===== src/rtl/pipe_pkg.sv =====
// pipe_pkg: shared types and constants for the handshaked pipeline stage register.
//   state_e       - occupancy of a stage (empty, head only, head + skid)
//   XLEN/RA_W/OPC_W - default payload field widths
//   payload_t     - packed payload record at the default widths
//   payload_width - flattened payload width for arbitrary field widths
package pipe_pkg;

    localparam int unsigned XLEN  = 32;
    localparam int unsigned RA_W  = 5;
    localparam int unsigned OPC_W = 6;

    typedef enum logic [1:0] {
        StEmpty = 2'd0,
        StOne   = 2'd1,
        StTwo   = 2'd2
    } state_e;

    typedef struct packed {
        logic [XLEN-1:0]  instr;
        logic [XLEN-1:0]  pc;
        logic [XLEN-1:0]  alu;
        logic [XLEN-1:0]  rdata2;
        logic [RA_W-1:0]  rd;
        logic [OPC_W-1:0] opcode;
    } payload_t;

    function automatic int unsigned payload_width(input int unsigned xlen,
                                                  input int unsigned ra_w,
                                                  input int unsigned opc_w);
        return 4 * xlen + ra_w + opc_w;
    endfunction

endpackage


===== src/rtl/pipe_slot.sv =====
// pipe_slot: one payload register with synchronous clear and load.
//   clk     - clock
//   rst     - synchronous active-high reset, zeroes the register
//   load_i  - capture d_i on the next edge
//   clear_i - zero the register on the next edge (wins over load_i)
//   d_i     - payload in
//   q_o     - registered payload out
module pipe_slot #(
    parameter int unsigned Width = 8
) (
    input  logic             clk,
    input  logic             rst,
    input  logic             load_i,
    input  logic             clear_i,
    input  logic [Width-1:0] d_i,
    output logic [Width-1:0] q_o
);

    logic [Width-1:0] data_q, data_d;

    always_comb begin
        data_d = data_q;
        if (clear_i) begin
            data_d = '0;
        end else if (load_i) begin
            data_d = d_i;
        end
    end

    always_ff @(posedge clk) begin
        if (rst) begin
            data_q <= '0;
        end else begin
            data_q <= data_d;
        end
    end

    assign q_o = data_q;

endmodule


===== src/rtl/pipe_stage_reg.sv =====
// pipe_stage_reg: valid/ready pipeline stage register with optional skid slot,
// synchronous flush and saturating stall/bubble counters.
//   clk, rst            - clock, synchronous active-high reset
//   flush               - squash all held entries
//   in_valid/in_ready   - upstream handshake; in_* payload
//   out_valid/out_ready - downstream handshake; out_* payload of the head entry
//   stall_cnt           - cycles with out_valid=1, out_ready=0 (saturating)
//   bubble_cnt          - cycles with out_valid=0, out_ready=1 (saturating)
module pipe_stage_reg #(
    parameter int unsigned XLEN  = pipe_pkg::XLEN,
    parameter int unsigned RA_W  = pipe_pkg::RA_W,
    parameter int unsigned OPC_W = pipe_pkg::OPC_W,
    parameter int unsigned SKID  = 1,
    parameter int unsigned CNT_W = 16
) (
    input  logic             clk,
    input  logic             rst,
    input  logic             flush,
    input  logic             in_valid,
    output logic             in_ready,
    input  logic [XLEN-1:0]  in_instr,
    input  logic [XLEN-1:0]  in_pc,
    input  logic [XLEN-1:0]  in_alu,
    input  logic [XLEN-1:0]  in_rdata2,
    input  logic [RA_W-1:0]  in_rd,
    input  logic [OPC_W-1:0] in_opcode,
    output logic             out_valid,
    input  logic             out_ready,
    output logic [XLEN-1:0]  out_instr,
    output logic [XLEN-1:0]  out_pc,
    output logic [XLEN-1:0]  out_alu,
    output logic [XLEN-1:0]  out_rdata2,
    output logic [RA_W-1:0]  out_rd,
    output logic [OPC_W-1:0] out_opcode,
    output logic [CNT_W-1:0] stall_cnt,
    output logic [CNT_W-1:0] bubble_cnt
);

    import pipe_pkg::*;

    localparam int unsigned PW = payload_width(XLEN, RA_W, OPC_W);
    localparam logic [CNT_W-1:0] CntMax = {CNT_W{1'b1}};

    state_e           state_q, state_d;
    logic             out_valid_q, out_valid_d;
    logic             rdy_q, rdy_d;
    logic [CNT_W-1:0] stall_q, stall_d;
    logic [CNT_W-1:0] bubble_q, bubble_d;

    logic          accept, release_w;
    logic          head_load, skid_load, head_from_skid;
    logic [PW-1:0] in_pl, head_d, head_q, skid_q;

    assign in_pl = {in_instr, in_pc, in_alu, in_rdata2, in_rd, in_opcode};

    // SKID=1 takes in_ready from a register so out_ready never reaches upstream
    // combinationally; only flush gates it directly.
    assign in_ready  = (SKID != 0) ? (rdy_q & ~flush)
                                   : ((~out_valid_q | out_ready) & ~flush);
    assign accept    = in_valid & in_ready;
    assign release_w = out_valid_q & out_ready;

    // With SKID=0 an accept in StOne always coincides with a release, so StTwo
    // is unreachable and the same next-state logic serves both modes.
    always_comb begin
        state_d        = state_q;
        head_load      = 1'b0;
        skid_load      = 1'b0;
        head_from_skid = 1'b0;
        if (flush) begin
            state_d = StEmpty;
        end else begin
            unique case (state_q)
                StEmpty: begin
                    if (accept) begin
                        state_d   = StOne;
                        head_load = 1'b1;
                    end
                end
                StOne: begin
                    if (accept && !release_w) begin
                        state_d   = StTwo;
                        skid_load = 1'b1;
                    end else if (release_w && !accept) begin
                        state_d = StEmpty;
                    end else if (accept) begin
                        head_load = 1'b1;
                    end
                end
                StTwo: begin
                    if (release_w) begin
                        state_d        = StOne;
                        head_load      = 1'b1;
                        head_from_skid = 1'b1;
                    end
                end
                default: state_d = StEmpty;
            endcase
        end
    end

    assign out_valid_d = (state_d != StEmpty);
    assign rdy_d       = (state_d != StTwo);
    assign head_d      = head_from_skid ? skid_q : in_pl;

    always_comb begin
        stall_d  = stall_q;
        bubble_d = bubble_q;
        if (out_valid_q && !out_ready && (stall_q != CntMax)) begin
            stall_d = stall_q + 1'b1;
        end
        if (!out_valid_q && out_ready && (bubble_q != CntMax)) begin
            bubble_d = bubble_q + 1'b1;
        end
    end

    always_ff @(posedge clk) begin
        if (rst) begin
            state_q     <= StEmpty;
            out_valid_q <= 1'b0;
            rdy_q       <= 1'b1;
            stall_q     <= '0;
            bubble_q    <= '0;
        end else begin
            state_q     <= state_d;
            out_valid_q <= out_valid_d;
            rdy_q       <= rdy_d;
            stall_q     <= stall_d;
            bubble_q    <= bubble_d;
        end
    end

    pipe_slot #(
        .Width (PW)
    ) u_head (
        .clk     (clk),
        .rst     (rst),
        .load_i  (head_load),
        .clear_i (flush),
        .d_i     (head_d),
        .q_o     (head_q)
    );

    if (SKID != 0) begin : g_skid
        pipe_slot #(
            .Width (PW)
        ) u_skid (
            .clk     (clk),
            .rst     (rst),
            .load_i  (skid_load),
            .clear_i (flush),
            .d_i     (in_pl),
            .q_o     (skid_q)
        );
    end else begin : g_no_skid
        logic unused_skid_load;
        assign unused_skid_load = skid_load;
        assign skid_q           = '0;
    end

    assign {out_instr, out_pc, out_alu, out_rdata2, out_rd, out_opcode} = head_q;
    assign out_valid  = out_valid_q;
    assign stall_cnt  = stall_q;
    assign bubble_cnt = bubble_q;

endmodule

===== config.mk =====
export PLATFORM = sky130hd
export DESIGN_NAME = pipe_stage_reg
export DESIGN_NICKNAME = d
export VERILOG_FILES = /design/src/rtl/pipe_pkg.sv /design/src/rtl/pipe_slot.sv /design/src/rtl/pipe_stage_reg.sv
export SDC_FILE = /design/constraint.sdc
export NUM_CORES = 1
export LEC_CHECK = 0
export ABC_AREA = 1
export CAP_MARGIN = 20
export CORE_MARGIN = 3
export CORE_UTILIZATION = 54
export DETAILED_ROUTE_END_ITERATION = 12
export GPL_TIMING_DRIVEN = 0
export HOLD_SLACK_MARGIN = 0.02
export PLACE_DENSITY_LB_ADDON = 0.1
export SETUP_SLACK_MARGIN = 0.1
export SLEW_MARGIN = 5
export SYNTH_ARGS = -nofsm -noshare
export SYNTH_HDL_FRONTEND = slang
export SYNTH_SLANG_ARGS = --single-unit

===== constraint.sdc =====
create_clock -name clk -period 3.9 [get_ports clk]
set_input_delay 0.975 -clock clk [delete_from_list [all_inputs] [get_ports clk]]
set_output_delay 0.975 -clock clk [all_outputs]
set_load 0.03 [all_outputs]

==> results.json <==
{
  "status": "completed",
  "cpMostUsedCell": "clkdlybuf4s50_1",
  "fin_util": 0.7538,
  "power_density_nw_per_um2": 404.3,
  "die_area_um2": 26450,
  "clock_path_buffers": 3,
  "r2r_cells": 8,
  "area_growth_pct": 35.55,
  "synth-async-reset-ratio": 0,
  "maxSlewHeadroom": 0.2578,
  "fp.dieH_um": 162.6,
  "final_antenna_net_count": 0,
  "startpoint_type": "primary input",
  "worstMarginPinSlew_ps": 1113,
  "grt_pass1_vias": 12650,
  "yosysWarnings": 0,
  "cts_hold_buffers": 0,
  "leakagePower_nw": 6.509,
  "crit_buf_inv": 2,
  "avgRoutedWirePerCell_um": 15.82,
  "synthCells": 1848,
  "post_cts_resized": 0,
  "grt_max_degree": 13,
  "cp.arrival_ps": 2310,
  "grt.overflow.total": 0,
  "crit_type": "primary input to primary output",
  "drive_gt1_frac": 0.05586,
  "cp_max_fo": 3,
  "io_pins": 317,
  "synthesis.area_um2": 13250,
  "slowest_delay_ps": 720,
  "synth_cell_types": 24,
  "max_freq_mhz": 304.4,
  "clockRootBuffer": "clkbuf_16",
  "grt_pass1_wl_mm": 63.76,
  "nets": 2347,
  "max_cap_violations": 0,
  "grt_setup_unrepaired": "no",
  "path_depth": 3,
  "grtUsageMet1": 0.3833,
  "maxSlewViolCount": 0,
  "cts_made_buffers": 36,
  "gp_congestion": 0.9028,
  "finalSetupViolCount": 0,
  "drt-total-wl_mm": 40.21,
  "drtPass1Iterations": 6,
  "hp-class": "flop to flop",
  "synth_edf_count": 0,
  "layout_common_cells": "nand2_1 (536), clkdlybuf4s50_1 (315), dfxtp_1 (314), nor2_1 (190), inv_1 (174)",
  "finalCritPeriodShare": 0.8423,
  "h-tree-depth": 2,
  "mostFrequentLayoutCell": "nand2_1",
  "ys_ff_latch": 314,
  "busiest_layer": "met2",
  "dr_total_vias": 13380,
  "hold_depth": 2,
  "fp-row-count": 56,
  "postCtsSetupBuffers": 0,
  "final_hold_viol_count": 0,
  "dieWidth_um": 162.6,
  "setup_slack_ps": 614.9,
  "drc_errors": 0,
  "clk_latency_ps": 510,
  "initial_core_util": 0.5561,
  "grt.met2_usage": 0.4762,
  "slowest_stage": "clkdlybuf4s50_1",
  "post-route-min-period_ps": 3285,
  "via_per_inst": 5.262,
  "ir_drop_uv": 276.0,
  "drt_iter0_drc": 1216,
  "synth.net_count": 1994,
  "end_kind": "primary output",
  "hpwl_mm": 28.52,
  "crit_chain": "clkdlybuf4s50_1 -> nor2_2 -> clkdlybuf4s50_1",
  "core_um2": 23820,
  "grtUsageTotal": 0.2933,
  "syn_avg_cell_area_um2": 7.169,
  "required_ps": 2920,
  "use_met3": 0.07579,
  "cts_tree": "done",
  "finalClockSkew_ps": 10.37,
  "clk_pin_slew_ps": 50,
  "port_buffers": 315,
  "cts.sinks": 314,
  "crit_family": "buffers and inverters",
  "antenna_found_initial": 8,
  "synth-seq-area-share": 0.4745,
  "tns_ps": 0,
  "place_worst_setup_slack_ps": 566.6,
  "ys.flop_type": "dfxtp_1"
}
[cell type report]
| class | instances | area (um2) |
|---|---|---|
| clock inverters | 4 | 73.82 |
| multi-input cells | 1230 | 5702 |
| repair buffers | 315 | 3153 |
| inverters | 176 | 660.6 |
| diodes | 3 | 7.507 |
| clock buffers | 53 | 1076 |
| plain buffers | 128 | 600.6 |
| flip-flops and latches | 314 | 6286 |
| fillers | 1879 | 5864 |
| well taps | 319 | 399.1 |
[final timing paths]
kind | from | end | slack, ps
min | g_skid.u_skid.q_o[33] | g_skid.u_skid.q_o[33] | 460
max | flush | in_ready | 610
min reg2reg | g_skid.u_skid.q_o[33] | g_skid.u_skid.q_o[33] | 460
max reg2reg | bubble_cnt[0] | bubble_cnt[7] | 1870
[report_power, final]
| group | internal (mW) | leakage [nW] | switching (mW) | total, mW |
|---|---|---|---|---|
| Clock | 2.02 | 0.565 | 1.27 | 3.29 |
| Sequential | 3.26 | 2.54 | 0.0283 | 3.29 |
| Combinational | 0.293 | 3.41 | 0.385 | 0.678 |
[per-stage QoR]
stage | area (um2) | hold slack (ps) | total power [mW] | cells
global placement | 16800 | 444.8 | 4.015 | 2482
global route | 17960 | 472.7 | 7.492 | 2542
CTS | 17950 | 459.0 | 7.291 | 2539
detailed placement | 16800 | 446.5 | 4.025 | 2482
finish | 17960 | 457.0 | 7.260 | 2542
floorplan | 13250 | 434.5 | 3.691 | 1848
[tightest hold or removal path: cells and delay by family (launching register included)]
family | cells | cell delay, ps
buffers and inverters | 1 | 60
DFF | 1 | 290
AOI/OAI and AO/OA | 1 | 60
[logic make-up after synthesis]
kind of cell,after synthesis,share of synthesized area
AOI/OAI and AO/OA,455,0.1985
xor gates and xnor gates,12,0.007933
adders and majority gates,2,0.001888
buffers and inverters,304,0.09519
DFF,314,0.4745
and+or+nand+nor,761,0.2220
[Yosys cell counts (2+ instances only)]
| master | instances | area share |
|---|---|---|
| nand4_1 | 13 | 0.0061 |
| buf_4 | 13 | 0.0074 |
| buf_1 | 4 | 0.0011 |
| xor2_1 | 5 | 0.0033 |
| dfxtp_1 | 314 | 0.47 |
| xnor2_1 | 7 | 0.0046 |
| buf_2 | 51 | 0.019 |
| inv_1 | 174 | 0.049 |
| clkbuf_1 | 59 | 0.017 |
| o21ai_0 | 149 | 0.056 |
| nand3_1 | 15 | 0.0057 |
| a21oi_1 | 165 | 0.062 |
| inv_2 | 2 | 0.00057 |
| nor2_2 | 2 | 0.00094 |
| ha_1 | 2 | 0.0019 |
| nand2_2 | 3 | 0.0014 |
| a211oi_1 | 139 | 0.079 |
| nor2_1 | 190 | 0.054 |
| nand2_1 | 536 | 0.15 |
[routing by layer]
layer  wire [um]  share of wire
met5          72         0.0018
met1       17050           0.42
met4        1245          0.031
met3        3413          0.085
met2       18430           0.46
[sequential cells by signal, summed over array words and instances (netlist names)]
register / flops
state_q: 2
rdy_q: 1
g_skid.u_skid.q_o: 139
bubble_cnt: 16
out_valid: 1
u_head.q_o: 139
stall_cnt: 16
(Power assumes the default switching activity.)
